### config.mk
export PLATFORM = sky130hd
export DESIGN_NAME = audio_mem_arbiter_flat
export DESIGN_NICKNAME = d
export VERILOG_FILES = /design/src/rtl/audio_mem_arbiter_if.sv /design/src/rtl/audio_mem_arbiter.sv /design/src/flat_wrapper.sv
export SDC_FILE = /design/constraint.sdc
export NUM_CORES = 1
export LEC_CHECK = 0
export BUFFER_PORTS_ARGS = -buffer_cell sky130_fd_sc_hd__clkbuf_2
export CORE_MARGIN = 2
export CORE_UTILIZATION = 47
export CTS_CLUSTER_SIZE = 25
export DETAILED_ROUTE_END_ITERATION = 16
export PLACE_DENSITY = 0.86
export SYNTH_ARGS = -nofsm -noshare
export SYNTH_HDL_FRONTEND = slang
export SYNTH_SLANG_ARGS = --single-unit
### constraint.sdc
create_clock -name i_clk -period 5.1 [get_ports i_clk]
set_clock_uncertainty 0.15 [all_clocks]
set_input_delay 0.51 -clock i_clk [delete_from_list [all_inputs] [get_ports i_clk]]
set_output_delay 0.51 -clock i_clk [all_outputs]
set_load 0.02 [all_outputs]
### src/rtl/audio_mem_arbiter_if.sv
// CPU-side and memory-side bus of the audio/CPU data-memory arbiter.
// The arbiter takes the slave view; the CPU stage and memory together take the master view.
interface audio_mem_arbiter_if #(
    parameter int unsigned DATA_W = 24,
    parameter int unsigned ADDR_W = 24
);
    logic              cpu_req;
    logic              cpu_we;
    logic [ADDR_W-1:0] cpu_addr;
    logic [DATA_W-1:0] cpu_wdata;
    logic [DATA_W-1:0] cpu_rdata;
    logic              cpu_stall;

    logic              mem_en;
    logic              mem_we;
    logic [ADDR_W-1:0] mem_addr;
    logic [DATA_W-1:0] mem_wdata;
    logic [DATA_W-1:0] mem_rdata;

    modport slave (
        input  cpu_req, cpu_we, cpu_addr, cpu_wdata, mem_rdata,
        output cpu_rdata, cpu_stall, mem_en, mem_we, mem_addr, mem_wdata
    );

    modport master (
        output cpu_req, cpu_we, cpu_addr, cpu_wdata, mem_rdata,
        input  cpu_rdata, cpu_stall, mem_en, mem_we, mem_addr, mem_wdata
    );
endinterface

### src/rtl/audio_mem_arbiter.sv
// Shares the single-port data memory between the CPU load/store stage (priority) and a
// once-per-sample-period audio fetch with a starvation guard.
module audio_mem_arbiter #(
    parameter int unsigned       DATA_W     = 24,
    parameter int unsigned       ADDR_W     = 24,
    parameter int unsigned       SAMPLE_DIV = 2048,
    parameter logic [ADDR_W-1:0] BUF_A_BASE = 24'h010000,
    parameter logic [ADDR_W-1:0] BUF_B_BASE = 24'h020000,
    parameter int unsigned       BUF_LEN    = 4096,
    parameter int unsigned       MAX_WAIT   = 4
) (
    input  logic                i_clk,
    input  logic                i_reset,
    input  logic                i_audio_sel,
    audio_mem_arbiter_if.slave  io_bus,
    output logic [DATA_W-1:0]   o_sample_out,
    output logic                o_sample_valid,
    output logic                o_sample_overrun
);
    localparam int unsigned DIV_W  = $clog2(SAMPLE_DIV);
    localparam int unsigned OFF_W  = (BUF_LEN > 1) ? $clog2(BUF_LEN) : 1;
    localparam int unsigned WAIT_W = (MAX_WAIT > 0) ? $clog2(MAX_WAIT + 1) : 1;

    typedef enum logic [1:0] {TagNone, TagCpu, TagAudio} rd_tag_e;

    logic [DIV_W-1:0]  r_div_cnt;
    logic              r_audio_pend;
    logic [WAIT_W-1:0] r_wait_cnt;
    logic [OFF_W-1:0]  r_offset;
    logic              r_sel_q;
    rd_tag_e           r_rd_tag;
    logic [DATA_W-1:0] r_sample_out;
    logic              r_sample_valid;
    logic              r_sample_overrun;
    logic [DATA_W-1:0] r_cpu_rdata;

    logic              w_tick;
    logic              w_wait_max;
    logic              w_audio_gnt;
    logic              w_cpu_gnt;
    logic [OFF_W-1:0]  w_offset_next;
    logic [ADDR_W-1:0] w_audio_addr;

    assign w_tick       = (r_div_cnt == DIV_W'(SAMPLE_DIV - 1));
    assign w_wait_max   = (r_wait_cnt == WAIT_W'(MAX_WAIT));
    // Grants are masked during reset so the memory port stays quiet while state clears.
    assign w_audio_gnt  = ~i_reset & r_audio_pend & (~io_bus.cpu_req | w_wait_max);
    assign w_cpu_gnt    = ~i_reset & io_bus.cpu_req & ~w_audio_gnt;
    assign w_offset_next = (r_offset == OFF_W'(BUF_LEN - 1)) ? '0 : r_offset + OFF_W'(1);
    assign w_audio_addr = (r_sel_q ? BUF_B_BASE : BUF_A_BASE) + ADDR_W'(r_offset);

    assign io_bus.cpu_stall = ~i_reset & io_bus.cpu_req & ~w_cpu_gnt;
    assign io_bus.cpu_rdata = r_cpu_rdata;
    assign o_sample_out     = r_sample_out;
    assign o_sample_valid   = r_sample_valid;
    assign o_sample_overrun = r_sample_overrun;

    always_comb begin
        io_bus.mem_en    = 1'b0;
        io_bus.mem_we    = 1'b0;
        io_bus.mem_addr  = '0;
        io_bus.mem_wdata = '0;
        if (w_cpu_gnt) begin
            io_bus.mem_en    = 1'b1;
            io_bus.mem_we    = io_bus.cpu_we;
            io_bus.mem_addr  = io_bus.cpu_addr;
            io_bus.mem_wdata = io_bus.cpu_wdata;
        end else if (w_audio_gnt) begin
            io_bus.mem_en   = 1'b1;
            io_bus.mem_addr = w_audio_addr;
        end
    end

    always_ff @(posedge i_clk) begin
        if (i_reset) begin
            r_div_cnt        <= '0;
            r_audio_pend     <= 1'b0;
            r_wait_cnt       <= '0;
            r_offset         <= '0;
            r_sel_q          <= i_audio_sel;
            r_rd_tag         <= TagNone;
            r_sample_out     <= '0;
            r_sample_valid   <= 1'b0;
            r_sample_overrun <= 1'b0;
            r_cpu_rdata      <= '0;
        end else begin
            r_div_cnt <= w_tick ? '0 : r_div_cnt + DIV_W'(1);

            // A tick coinciding with the grant re-arms the fetch instead of overrunning.
            r_sample_overrun <= w_tick & r_audio_pend & ~w_audio_gnt;
            if (w_tick) begin
                r_audio_pend <= 1'b1;
            end else if (w_audio_gnt) begin
                r_audio_pend <= 1'b0;
            end

            if (w_audio_gnt) begin
                r_wait_cnt <= '0;
            end else if (r_audio_pend && !w_wait_max) begin
                r_wait_cnt <= r_wait_cnt + WAIT_W'(1);
            end

            if (i_audio_sel != r_sel_q) begin
                r_sel_q  <= i_audio_sel;
                r_offset <= '0;
            end else if (w_audio_gnt) begin
                r_offset <= w_offset_next;
            end

            if (w_cpu_gnt && !io_bus.cpu_we) begin
                r_rd_tag <= TagCpu;
            end else if (w_audio_gnt) begin
                r_rd_tag <= TagAudio;
            end else begin
                r_rd_tag <= TagNone;
            end

            r_sample_valid <= (r_rd_tag == TagAudio);
            if (r_rd_tag == TagCpu) begin
                r_cpu_rdata <= io_bus.mem_rdata;
            end
            if (r_rd_tag == TagAudio) begin
                r_sample_out <= io_bus.mem_rdata;
            end
        end
    end
endmodule
### src/flat_wrapper.sv
// flat-port wrapper written by rule: the top's interface ports become plain ports
module audio_mem_arbiter_flat 
#(
    parameter int unsigned       DATA_W     = 24,
    parameter int unsigned       ADDR_W     = 24,
    parameter int unsigned       SAMPLE_DIV = 2048,
    parameter logic [ADDR_W-1:0] BUF_A_BASE = 24'h010000,
    parameter logic [ADDR_W-1:0] BUF_B_BASE = 24'h020000,
    parameter int unsigned       BUF_LEN    = 4096,
    parameter int unsigned       MAX_WAIT   = 4
)
  (i_clk, i_reset, i_audio_sel, o_sample_out, o_sample_valid, o_sample_overrun, io_bus_cpu_req, io_bus_cpu_we, io_bus_cpu_addr, io_bus_cpu_wdata, io_bus_mem_rdata, io_bus_cpu_rdata, io_bus_cpu_stall, io_bus_mem_en, io_bus_mem_we, io_bus_mem_addr, io_bus_mem_wdata);
  audio_mem_arbiter_if #(.DATA_W(DATA_W), .ADDR_W(ADDR_W)) io_bus_i ();
  input  logic i_clk;
  input  logic i_reset;
  input  logic i_audio_sel;
  output logic [DATA_W-1:0] o_sample_out;
  output logic o_sample_valid;
  output logic o_sample_overrun;
  input wire logic [$bits(io_bus_i.cpu_req)-1:0] io_bus_cpu_req;
  input wire logic [$bits(io_bus_i.cpu_we)-1:0] io_bus_cpu_we;
  input wire logic [$bits(io_bus_i.cpu_addr)-1:0] io_bus_cpu_addr;
  input wire logic [$bits(io_bus_i.cpu_wdata)-1:0] io_bus_cpu_wdata;
  input wire logic [$bits(io_bus_i.mem_rdata)-1:0] io_bus_mem_rdata;
  output wire logic [$bits(io_bus_i.cpu_rdata)-1:0] io_bus_cpu_rdata;
  output wire logic [$bits(io_bus_i.cpu_stall)-1:0] io_bus_cpu_stall;
  output wire logic [$bits(io_bus_i.mem_en)-1:0] io_bus_mem_en;
  output wire logic [$bits(io_bus_i.mem_we)-1:0] io_bus_mem_we;
  output wire logic [$bits(io_bus_i.mem_addr)-1:0] io_bus_mem_addr;
  output wire logic [$bits(io_bus_i.mem_wdata)-1:0] io_bus_mem_wdata;
  assign io_bus_i.cpu_req = io_bus_cpu_req;
  assign io_bus_i.cpu_we = io_bus_cpu_we;
  assign io_bus_i.cpu_addr = io_bus_cpu_addr;
  assign io_bus_i.cpu_wdata = io_bus_cpu_wdata;
  assign io_bus_i.mem_rdata = io_bus_mem_rdata;
  assign io_bus_cpu_rdata = io_bus_i.cpu_rdata;
  assign io_bus_cpu_stall = io_bus_i.cpu_stall;
  assign io_bus_mem_en = io_bus_i.mem_en;
  assign io_bus_mem_we = io_bus_i.mem_we;
  assign io_bus_mem_addr = io_bus_i.mem_addr;
  assign io_bus_mem_wdata = io_bus_i.mem_wdata;
  audio_mem_arbiter #(.DATA_W(DATA_W), .ADDR_W(ADDR_W), .SAMPLE_DIV(SAMPLE_DIV), .BUF_A_BASE(BUF_A_BASE), .BUF_B_BASE(BUF_B_BASE), .BUF_LEN(BUF_LEN), .MAX_WAIT(MAX_WAIT)) u_core (.i_clk(i_clk), .i_reset(i_reset), .i_audio_sel(i_audio_sel), .io_bus(io_bus_i), .o_sample_out(o_sample_out), .o_sample_valid(o_sample_valid), .o_sample_overrun(o_sample_overrun));
endmodule
==> load_flow_metrics.sql, run 1 <==
INSERT INTO impl_metrics (metric_group, metric, value, unit) VALUES
('cells_and_area', 'final_core_utilization', '64.1', '%'),
('pwr', 'peakVddDrop', '0.000165', 'V'),
('yosys', 'yosysSeqAreaShare', '47.1', '%'),
('yosys', 'synth_enable_flop_cells', '1', ''),
('place', 'hpwl', '6.63', 'mm'),
('floorplan', 'num_io_pins', '178', ''),
('drt', 'drt_wl_total', '9.03', 'mm'),
('drt', 'first_iter_violations', '144', ''),
('clock_network', 'maximum_clock_path_buffer_count', '2', ''),
('drt', 'viasPerCell', '4.94', ''),
('setup_path', 'crit_path_end_kind', 'output pin', ''),
('place', 'detailedPlace.worstSlack', '2.14', 'ns'),
('status', 'run_status', 'finished, final reports clean', ''),
('yosys', 'netlist-cell-type-count', '36', ''),
('global_routing', 'first_pass_grt_wire_length', '14.0', 'mm'),
('yosys', 'top_count_cell_post_synth', 'sky130_fd_sc_hd__nand2_1', ''),
('yosys', 'yosys_most_used_dff', 'sky130_fd_sc_hd__dfxtp_1', ''),
('yosys', 'dominant_cells_by_area_after_synthesis', 'sky130_fd_sc_hd__dfxtp_1 46%, sky130_fd_sc_hd__nand2_1 13%, sky130_fd_sc_hd__a21oi_1 7.9%', ''),
('clock_network', 'clock_sink_count', '80', ''),
('sta', 'layout_worst_path_cycle_share', '58.5', '%'),
('pwr', 'power.static_leakage', '2.03', 'nW'),
('clock_network', 'cts_repair_resize_count', '0', ''),
('floorplan', 'start_util', '47.9', '%'),
('setup_path', 'worstSetupPathType', 'primary input to output pin', ''),
('floorplan', 'fp.dieArea', '0.00797', 'mm2'),
('clock_network', 'clkLatencyLatePin', '0.34', 'ns'),
('place', 'area_of_placed_instances', '0.00436', 'mm2'),
('pwr', 'power.switching', '0.313', 'mW'),
('yosys', 'async_reset_ff_share', '0', '%'),
('sta', 'period_minus_slack', '2.98', 'ns'),
('pwr', 'comb_power_share', '10.6', '%'),
('cells_and_area', 'relative_area_change_from_synthesis_to_final_layout', '33.8', '%'),
('place', 'port-buffer-count', '177', ''),
('setup_path', 'worstSetupStartpointType', 'primary input', ''),
('cells_and_area', 'stdcell_area', '0.00458', 'mm2'),
('clock_network', 'tritoncts_clock_tree', 'done', ''),
('cells_and_area', 'num_antenna_cells', '0', ''),
('global_routing', 'overall_fraction_of_global_route_tracks_in_use', '22.3', '%'),
('clock_network', 'post-cts-setup-buffer-count', '0', ''),
('setup_path', 'cp_data_arrival_time', '2.32', 'ns'),
('cells_and_area', 'fin_nets', '680', ''),
('setup_path', 'required_time_at_the_endpoint_of_the_critical_path', '4.44', 'ns'),
('cells_and_area', 'final_cell_count_without_fillers', '703', ''),
('clock_network', 'htreeDepth', '3', ''),
('floorplan', 'die_w', '89.3', 'um'),
('pwr', 'cell_internal_pwr', '0.964', 'mW'),
('floorplan', 'floorplan.core_area', '0.00714', 'mm2'),
('min_path', 'hold_path.class', 'primary input to flip-flop', ''),
('global_routing', 'antenna_found_initial', '0', ''),
('yosys', 'synth-seq-cells', '80', ''),
('clock_network', 'clkTransAtPathRegs', '0.09', 'ns'),
('sta', 'max_freq', '335', 'MHz'),
('yosys', 'postSynthAreaPerCell', '7.86', 'um2'),
('yosys', 'synth_top_cell_by_area', 'sky130_fd_sc_hd__dfxtp_1', ''),
('sta', 'setup_violations', '0', ''),
('place', 'routabilityCongestion', '0.844', ''),
('pwr', 'share_seq_of_total_power', '50.2', '%'),
('clock_network', 'cts_made_buffers', '9', ''),
('sta', 'final.setup.worst_slack', '2.12', 'ns'),
('clock_network', 'clk_root_buffer_cell', 'sky130_fd_sc_hd__clkbuf_8', ''),
('drt', 'route.vias.total', '3470', ''),
('drt', 'firstDrtPassIters', '4', ''),
('yosys', 'postSynthCellCount', '435', ''),
('cells_and_area', 'drive_above_1_share', '33.6', '%'),
('sta', 'fin_setup_tns', '0', 'ns'),
('job', 'max_cap_violations', '0', ''),
('drt', 'drcViolationCount', '0', ''),
('yosys', 'post-synth-top-area-fraction', '46.2', '%'),
('drt', 'routed_wire_length_per_instance', '12.8', 'um'),
('global_routing', 'global_route_congestion_overflow_total', '0', ''),
('clock_network', 'cts_hold_repair.buffers', '0', '');
[layout by cell type (no fill, tap or decap), types with 3 or more instances in the layout]
master / n
sky130_fd_sc_hd__nand2b_1: 4
sky130_fd_sc_hd__nand3_1: 11
sky130_fd_sc_hd__clkbuf_2: 177
sky130_fd_sc_hd__a21oi_1: 54
sky130_fd_sc_hd__xnor2_1: 7
sky130_fd_sc_hd__clkbuf_8: 9
sky130_fd_sc_hd__nor2_1: 29
sky130_fd_sc_hd__xor2_1: 8
sky130_fd_sc_hd__nand3b_1: 3
sky130_fd_sc_hd__nand4_1: 5
sky130_fd_sc_hd__o21ai_0: 6
sky130_fd_sc_hd__and2_1: 35
sky130_fd_sc_hd__ha_1: 4
sky130_fd_sc_hd__a22o_1: 9
sky130_fd_sc_hd__dfxtp_1: 79
sky130_fd_sc_hd__clkinvlp_4: 3
sky130_fd_sc_hd__nor3_1: 5
sky130_fd_sc_hd__o31ai_1: 3
sky130_fd_sc_hd__nand2_1: 114
sky130_fd_sc_hd__or3_1: 4
sky130_fd_sc_hd__inv_1: 7
[layer usage]
layer	up-vias	wire length [um]	track usage [%]
li1	1759	-	-
met1	1589	4110	29.8
met2	111	4340	36.0
met3	11	482	3.69
met4	0	100	8.55
met5	-	0	0
[final cells by class]
class,count,area [um2]
clock buffers,9,124
inverters,8,30.0
repair buffers,179,901
clock inverters,7,96.3
well taps,99,124
flip-flops and latches,80,1610
fillers,625,2560
multi-input cells,321,1690
[critical path, cell delays in order]
cell and delay, ns:
sky130_fd_sc_hd__clkbuf_2 0.08, sky130_fd_sc_hd__buf_4 0.31, sky130_fd_sc_hd__nand2b_1 0.30, sky130_fd_sc_hd__a31oi_2 0.35
sky130_fd_sc_hd__buf_4 0.37, sky130_fd_sc_hd__a22o_1 0.21, sky130_fd_sc_hd__clkbuf_2 0.18
[cell families (layout without fill, tap and decap cells)]
group                    after synthesis  count (layout)  share of synthesized area [%]
flip-flops                            80              80                           47.1
buffers and inverters                 34             203                           3.81
multiplexers                           2               2                          0.659
AO/OA/AOI/OAI                         79              79                           13.4
adder cells (fa/ha/maj)                4               4                           1.46
AND/OR/NAND/NOR                      221             221                           29.7
XOR/XNOR                              15              15                           3.84
[sequential cells by signal (all words and copies together) (netlist names)]
register                 cells
u_core.o_sample_valid        1
u_core.r_offset             12
u_core.r_audio_pend          1
u_core.r_wait_cnt            3
u_core.r_sel_q               1
u_core.o_sample_overrun      1
u_core.r_rd_tag              2
u_core.o_sample_out         24
u_core.io_bus.cpu_rdata     24
u_core.r_div_cnt            11
[stage by stage]
stage / total power, mW / hold slack (ns)
2_1_floorplan: 0.728 / 0.268
3_3_place_gp: 0.788 / 0.277
3_5_place_dp: 0.790 / 0.295
4_1_cts: 1.28 / 0.174
5_1_grt: 1.33 / 0.188
6_report: 1.28 / 0.178
[worst paths after layout]
kind                             start                  end  slack (ns)  depth (start not counted)
hold / removal           io_bus_cpu_we   u_core.r_rd_tag[0]        0.18                          2
hold reg to reg    u_core.r_div_cnt[0]  u_core.r_div_cnt[0]        0.30                          1
setup reg to reg  u_core.r_wait_cnt[0]  u_core.r_offset[10]        2.95                          6
setup / recovery               i_reset   io_bus_mem_addr[8]        2.12                          7
[power by group through the flow]
stage | sequential [mW] | clock (mW) | combinational (mW)
5_1_grt | 0.643 | 0.536 | 0.146
6_report | 0.641 | 0.500 | 0.135
3_5_place_dp | 0.656 | 0 | 0.134
2_1_floorplan | 0.662 | 0 | 0.0658
3_3_place_gp | 0.656 | 0 | 0.132
4_1_cts | 0.641 | 0.509 | 0.135
Note: power is estimated with default switching activity, not from simulation.
==> run 2: changes to the inputs <==
- CORE_UTILIZATION: 47 -> 41
- PLACE_DENSITY: 0.86 -> 0.8
- clock period: 5.1 -> 2.6 ns (I/O delays scaled with it)
==> run 2 against run 1 <==
Against the previous run:
- die area rose by 14%
- combinational power rose by 120%
- critical endpoint is now io_bus_mem_addr[2]
- highest routed layer unchanged
- worst setup slack got worse by 2.0 ns
- final area grew 7.8%
- non-clock buffer count grew 37
- power increased by 97%
- critical path depth increased by 1
- clock power grew 92%
==> load_flow_metrics.sql, run 2 (synthesized netlist as in run 1, its figures left out) <==
INSERT INTO impl_metrics (metric_group, metric, value, unit) VALUES
('floorplan', 'num_io_pins', '178', ''),
('job', 'max_cap_violations', '0', ''),
('clock_network', 'clkTransAtPathRegs', '0.07', 'ns'),
('global_routing', 'grt_max_degree', '50', ''),
('cells_and_area', 'mostFrequentLayoutCell', 'sky130_fd_sc_hd__clkbuf_2', ''),
('place', 'dpl.cell_count', '699', ''),
('sta', 'worst_pin_slew', '0.545', 'ns'),
('setup_path', 'path_max_fanout', '8', ''),
('pwr', 'peakVddDrop', '0.000267', 'V'),
('cells_and_area', 'drive_above_1_share', '33.7', '%'),
('drt', 'drcViolationCount', '0', ''),
('pwr', 'p_total', '2.52', 'mW'),
('setup_path', 'worstSetupStartpointType', 'flip-flop', ''),
('floorplan', 'floorplan.core_area', '0.00813', 'mm2'),
('floorplan', 'fp.dieArea', '0.00909', 'mm2'),
('floorplan', 'die_w', '95.3', 'um'),
('sta', 'hold_viol_final', '0', ''),
('clock_network', 'clkLatencyLatePin', '0.34', 'ns'),
('drt', 'residual_antenna_violating_net_count_after_detailed_routing', '0', ''),
('sta', 'report.final.slew_viol_count', '0', ''),
('global_routing', 'first_pass_grt_wire_length', '15.3', 'mm'),
('cells_and_area', 'layout_common_cells', '177 x sky130_fd_sc_hd__clkbuf_2, 113 x sky130_fd_sc_hd__nand2_1, 79 x sky130_fd_sc_hd__dfxtp_1, 54 x sky130_fd_sc_hd__a21oi_1, 35 x sky130_fd_sc_hd__and2_1', ''),
('floorplan', 'start_util', '42.0', '%'),
('floorplan', 'floorplan.rows', '33', ''),
('cells_and_area', 'num_antenna_cells', '0', ''),
('place', 'hpwl', '6.94', 'mm'),
('sta', 'maxSlewHeadroom', '63.3', '%'),
('setup_path', 'required_time_at_the_endpoint_of_the_critical_path', '2.19', 'ns'),
('clock_network', 'tritoncts_clock_tree', 'done', ''),
('min_path', 'hold_path.class', 'primary input to flip-flop', ''),
('pwr', 'power_density', '511', 'mW/mm2'),
('cells_and_area', 'final_cell_count_without_fillers', '746', ''),
('pwr', 'power.static_leakage', '2.20', 'nW'),
('floorplan', 'fp.dieH', '95.3', 'um'),
('clock_network', 'clock_sink_count', '80', ''),
('place', 'routabilityCongestion', '0.868', ''),
('sta', 'fin_setup_tns', '0', 'ns'),
('place', 'port-buffer-count', '177', ''),
('setup_path', 'cp_data_arrival_time', '2.07', 'ns'),
('global_routing', 'antenna_found_initial', '0', ''),
('clock_network', 'htreeDepth', '3', ''),
('clock_network', 'clk_root_buffer_cell', 'sky130_fd_sc_hd__clkbuf_8', ''),
('sta', 'layout_worst_path_cycle_share', '95.3', '%'),
('setup_path', 'worstSetupPathType', 'flip-flop to output pin', ''),
('clock_network', 'cts_made_buffers', '9', ''),
('status', 'run_status', 'finished, final reports clean', ''),
('drt', 'firstDrtPassIters', '4', ''),
('sta', 'max_freq', '403', 'MHz'),
('global_routing', 'grt_pass1_vias', '3269', ''),
('clock_network', 'maximum_clock_path_buffer_count', '2', ''),
('cells_and_area', 'fin_nets', '717', ''),
('sta', 'setup_violations', '0', ''),
('drt', 'viasPerCell', '4.84', ''),
('drt', 'routed_wire_length_per_instance', '13.2', 'um'),
('drt', 'first_iter_violations', '163', ''),
('drt', 'drt_wl_total', '9.88', 'mm'),
('sta', 'period_minus_slack', '2.48', 'ns'),
('drt', 'route.vias.total', '3614', ''),
('setup_path', 'crit_path_end_kind', 'output pin', ''),
('global_routing', 'overall_fraction_of_global_route_tracks_in_use', '21.3', '%'),
('cells_and_area', 'final_core_utilization', '60.6', '%'),
('min_path', 'worstHoldPathCells', '3', ''),
('cells_and_area', 'relative_area_change_from_synthesis_to_final_layout', '44.2', '%'),
('global_routing', 'global_route_congestion_overflow_total', '0', ''),
('cells_and_area', 'filler_cell_count', '737', ''),
('setup_path', 'reg2regPathDepth', '5', '');
==> run 2: cell count changes in the layout (fill, tap and decap cells not counted) <==
cell,change
sky130_fd_sc_hd__bufinv_16,-1
sky130_fd_sc_hd__buf_4,+11
sky130_fd_sc_hd__dlygate4sd3_1,+26
sky130_fd_sc_hd__inv_1,-1
sky130_fd_sc_hd__nand2_4,+1
sky130_fd_sc_hd__inv_6,+2
sky130_fd_sc_hd__clkinv_2,-1
sky130_fd_sc_hd__clkinv_4,-1
sky130_fd_sc_hd__nand2_1,-1
sky130_fd_sc_hd__clkbuf_8,+2
==> run 2: power by group <==
part / leakage (nW) / total, mW / internal (mW) / switching, mW
Clock: 0.103 / 0.960 / 0.503 / 0.457
Sequential: 0.649 / 1.26 / 1.25 / 0.0125
Combinational: 1.45 / 0.302 / 0.133 / 0.170
==> run 2: layout make-up <==
| cell class | instances | area, um2 | share of cell area, % |
|---|---|---|---|
| well taps | 105 | 131 | 2.66 |
| inverters | 8 | 33.8 | 0.685 |
| repair buffers | 216 | 1240 | 25.2 |
| clock buffers | 11 | 151 | 3.07 |
| flip-flops and latches | 80 | 1610 | 32.7 |
| multi-input cells | 321 | 1700 | 34.4 |
| clock inverters | 5 | 62.6 | 1.27 |
==> run 2: critical path: stages (launching register included) <==
cell and delay (ns):
sky130_fd_sc_hd__dfxtp_1 0.33, sky130_fd_sc_hd__inv_1 0.06, sky130_fd_sc_hd__ha_1 0.26, sky130_fd_sc_hd__a21bo_2 0.27, sky130_fd_sc_hd__nand2_4 0.11, sky130_fd_sc_hd__clkinvlp_4 0.17
sky130_fd_sc_hd__buf_4 0.19, sky130_fd_sc_hd__a22o_1 0.18, sky130_fd_sc_hd__clkbuf_2 0.15
==> run 2: metrics by stage <==
step / hold slack, ns / area (um2) / worst slack, ns
floorplan: 0.182 / 3420 / 0.372
global placement: 0.279 / 4410 / 0.475
detailed placement: 0.294 / 4410 / 0.410
CTS: 0.108 / 4880 / 0.0356
global route: 0.137 / 4930 / -0.0258
finish: 0.121 / 4930 / 0.121
==> run 2: repair_timing <==
item,CTS,global route
endpoints found under the setup margin,0,10
gates resized for setup,0,3
hold buffers,26,0
hold endpoints to repair,45,0
setup buffers,0,5
==> run 2: path summary, 6_finish.rpt <==
kind / endpoint / from / slack, ns
setup / recovery: io_bus_mem_addr[2] / u_core.r_wait_cnt[0] / 0.12
hold / removal: u_core.r_wait_cnt[1] / io_bus_cpu_req / 0.12
setup reg to reg: u_core.r_offset[4] / u_core.r_sel_q / 0.46
hold reg to reg: u_core.r_div_cnt[0] / u_core.r_div_cnt[0] / 0.30
==> run 2: routing by layer <==
metal	GRT usage [%]	part of all wire, %
met1	27.4	44
met2	35.4	49
met3	4.98	5.3
met4	6.40	1.2
met5	0	0
==> run 3: changes to the inputs <==
- REMOVE_ABC_BUFFERS: not set -> 1
==> run 3 against run 2 <==
Against the previous run:
- worst hold slack better by 0.017 ns
- final cell count down 0.40%
- core utilization down 0.51 points
- global-route usage down 0.13 points
- die area unchanged
- final area down 0.84%
- first-iteration DRC count up 13%
- via count up 2.2%
- power down 4.2%
- combinational power about the same
- worst setup slack better by 0.055 ns
- fmax up 2.3%
- critical endpoint is now io_bus_mem_addr[10]
==> load_flow_metrics.sql, run 3 (synthesized netlist as in run 1, its figures left out) <==
INSERT INTO impl_metrics (metric_group, metric, value, unit) VALUES
('pwr', 'p_total', '2.42', 'mW'),
('clock_network', 'maximum_clock_path_buffer_count', '2', ''),
('clock_network', 'tritoncts_clock_tree', 'done', ''),
('floorplan', 'floorplan.rows', '33', ''),
('cells_and_area', 'multi_input_area', '0.00169', 'mm2'),
('cells_and_area', 'num_antenna_cells', '0', ''),
('global_routing', 'overall_fraction_of_global_route_tracks_in_use', '21.2', '%'),
('clock_network', 'htreeDepth', '3', ''),
('place', 'dpl.cell_count', '700', ''),
('pwr', 'power.static_leakage', '2.17', 'nW'),
('sta', 'hold_viol_final', '0', ''),
('sta', 'report.final.slew_viol_count', '0', ''),
('global_routing', 'grt_max_degree', '53', ''),
('setup_path', 'worstSetupPathType', 'flip-flop to output pin', ''),
('clock_network', 'cts_made_buffers', '9', ''),
('cells_and_area', 'drive_above_1_share', '33.1', '%'),
('place', 'port-buffer-count', '177', ''),
('job', 'max_cap_violations', '0', ''),
('setup_path', 'worst_path_top_cell_family_by_delay', 'buffers and inverters', ''),
('floorplan', 'fp.dieArea', '0.00909', 'mm2'),
('sta', 'rsz_0062_raised_after_global_routing', 'no', ''),
('setup_path', 'timing.critical_path.buf_inv', '4', ''),
('setup_path', 'cp_data_arrival_time', '2.01', 'ns'),
('setup_path', 'crit_path_end_kind', 'output pin', ''),
('place', 'routabilityCongestion', '0.828', ''),
('clock_network', 'clkLatencyLatePin', '0.34', 'ns'),
('clock_network', 'clk_root_buffer_cell', 'sky130_fd_sc_hd__clkbuf_8', ''),
('cells_and_area', 'final_cell_count_without_fillers', '743', ''),
('sta', 'final.setup.worst_slack', '0.176', 'ns'),
('pwr', 'power_density', '494', 'mW/mm2'),
('setup_path', 'required_time_at_the_endpoint_of_the_critical_path', '2.19', 'ns'),
('global_routing', 'grt_pass1_vias', '3364', ''),
('drt', 'routed_wire_length_per_instance', '13.2', 'um'),
('drt', 'route.vias.total', '3693', ''),
('floorplan', 'die_w', '95.3', 'um'),
('status', 'run_status', 'finished, final reports clean', ''),
('setup_path', 'critical-path-slowest-cell', 'sky130_fd_sc_hd__dfxtp_1', ''),
('drt', 'highest_layer', 'met4', ''),
('global_routing', 'global_route_congestion_overflow_total', '0', ''),
('sta', 'setup_violations', '0', ''),
('setup_path', 'crit_path_max_incr_delay', '0.34', 'ns'),
('sta', 'worst_pin_slew', '0.537', 'ns'),
('cells_and_area', 'mostFrequentLayoutCell', 'sky130_fd_sc_hd__clkbuf_2', ''),
('cells_and_area', 'fin_nets', '714', ''),
('sta', 'max_freq', '413', 'MHz'),
('cells_and_area', 'ff_latch_area', '0.00161', 'mm2'),
('global_routing', 'first_pass_grt_wire_length', '15.3', 'mm'),
('cells_and_area', 'filler_cell_count', '694', ''),
('setup_path', 'worstPathCellList', 'inv_1 > ha_1 > a21bo_2 > nand2_4 > clkinvlp_4 > buf_12 > a22o_1 > clkbuf_2', ''),
('drt', 'drt_wl_total', '9.84', 'mm'),
('setup_path', 'worstSetupStartpointType', 'flip-flop', ''),
('floorplan', 'num_io_pins', '178', ''),
('floorplan', 'start_util', '42.0', '%'),
('clock_network', 'clkTransAtPathRegs', '0.08', 'ns'),
('clock_network', 'clock_sink_count', '80', ''),
('place', 'detailedPlace.worstSlack', '0.412', 'ns'),
('cells_and_area', 'relative_area_change_from_synthesis_to_final_layout', '43.0', '%'),
('floorplan', 'floorplan.core_area', '0.00813', 'mm2'),
('cells_and_area', 'layout_common_cells', '177 x sky130_fd_sc_hd__clkbuf_2, 113 x sky130_fd_sc_hd__nand2_1, 79 x sky130_fd_sc_hd__dfxtp_1, 54 x sky130_fd_sc_hd__a21oi_1, 35 x sky130_fd_sc_hd__and2_1', ''),
('sta', 'period_minus_slack', '2.42', 'ns'),
('min_path', 'hold_path.class', 'primary input to flip-flop', ''),
('drt', 'met2WireLength', '4.94', 'mm'),
('drt', 'met1Wirelength', '4.18', 'mm'),
('sta', 'maxSlewHeadroom', '63.9', '%'),
('drt', 'firstDrtPassIters', '5', ''),
('drt', 'drcViolationCount', '0', ''),
('setup_path', 'path_max_fanout', '11', ''),
('drt', 'met3RoutedLength', '631', 'um'),
('sta', 'layout_worst_path_cycle_share', '93.2', '%'),
('place', 'hpwl', '6.99', 'mm'),
('drt', 'first_iter_violations', '184', ''),
('floorplan', 'fp.dieH', '95.3', 'um'),
('drt', 'residual_antenna_violating_net_count_after_detailed_routing', '0', ''),
('global_routing', 'antenna_found_initial', '0', ''),
('pwr', 'peakVddDrop', '0.000238', 'V'),
('drt', 'viasPerCell', '4.97', '');
## run 3: changes by cell type in the layout (fill, tap and decap cells not counted), sizes merged
cell / change
clkinv: +1
buf: -3
bufinv: -1
inv: +1
clkbuf: -1
## run 3: path summary, 6_finish.rpt
| check | cells after the start | slack, ns | startpoint | endpoint |
|---|---|---|---|---|
| max | 8 | 0.18 | u_core.r_wait_cnt[0] | io_bus_mem_addr[10] |
| min | 3 | 0.14 | io_bus_cpu_req | u_core.r_wait_cnt[1] |
| max reg2reg | 6 | 0.50 | u_core.r_wait_cnt[0] | u_core.r_offset[10] |
| min reg2reg | 1 | 0.30 | u_core.r_div_cnt[0] | u_core.r_div_cnt[0] |
## run 3: area by class of cell
| class | instances | area share [%] |
|---|---|---|
| well taps | 105 | 2.69 |
| flip-flops and latches | 80 | 33.0 |
| clock inverters | 6 | 1.02 |
| repair buffers | 213 | 25.2 |
| clock buffers | 10 | 2.81 |
| multi-input cells | 321 | 34.6 |
| inverters | 8 | 0.691 |
## run 3: layer usage
metal  global-route usage [%]  vias to the layer above
li1                         -                     1836
met1                     26.7                     1707
met2                     36.6                      138
met3                     4.43                       12
met4                     5.92                        0
met5                        0                        -
## run 3: per-stage QoR
stage	utilization, %	TNS (ns)	cell area, um2	hold slack (ns)
2_1_floorplan	-	-10.25	3320	0.179
3_3_place_gp	54.2	0	4410	0.278
3_5_place_dp	54.2	0	4410	0.288
4_1_cts	59.7	0	4860	0.120
5_1_grt	60.1	0	4890	0.151
6_report	60.1	0	4890	0.138
## run 3: what timing repair did
action                     CTS  global route
setup buffers                0             1
hold endpoints to repair    46             0
setup endpoints to repair    0            10
gates resized for setup      0             3
hold buffers                26             0
## run 3: report_power, final
part	switching [mW]	internal (mW)	total (mW)
Sequential	0.0120	1.25	1.26
Clock	0.469	0.385	0.853
Combinational	0.170	0.134	0.304
Total	0.651	1.76	2.42
## run 3: worst register-to-register path: stages (launching register included)
cell,delay [ns]
sky130_fd_sc_hd__dfxtp_1,0.32
sky130_fd_sc_hd__inv_1,0.08
sky130_fd_sc_hd__ha_1,0.24
sky130_fd_sc_hd__a21boi_1,0.18
sky130_fd_sc_hd__or4b_1,0.62
sky130_fd_sc_hd__or3_1,0.33
sky130_fd_sc_hd__a21oi_1,0.13
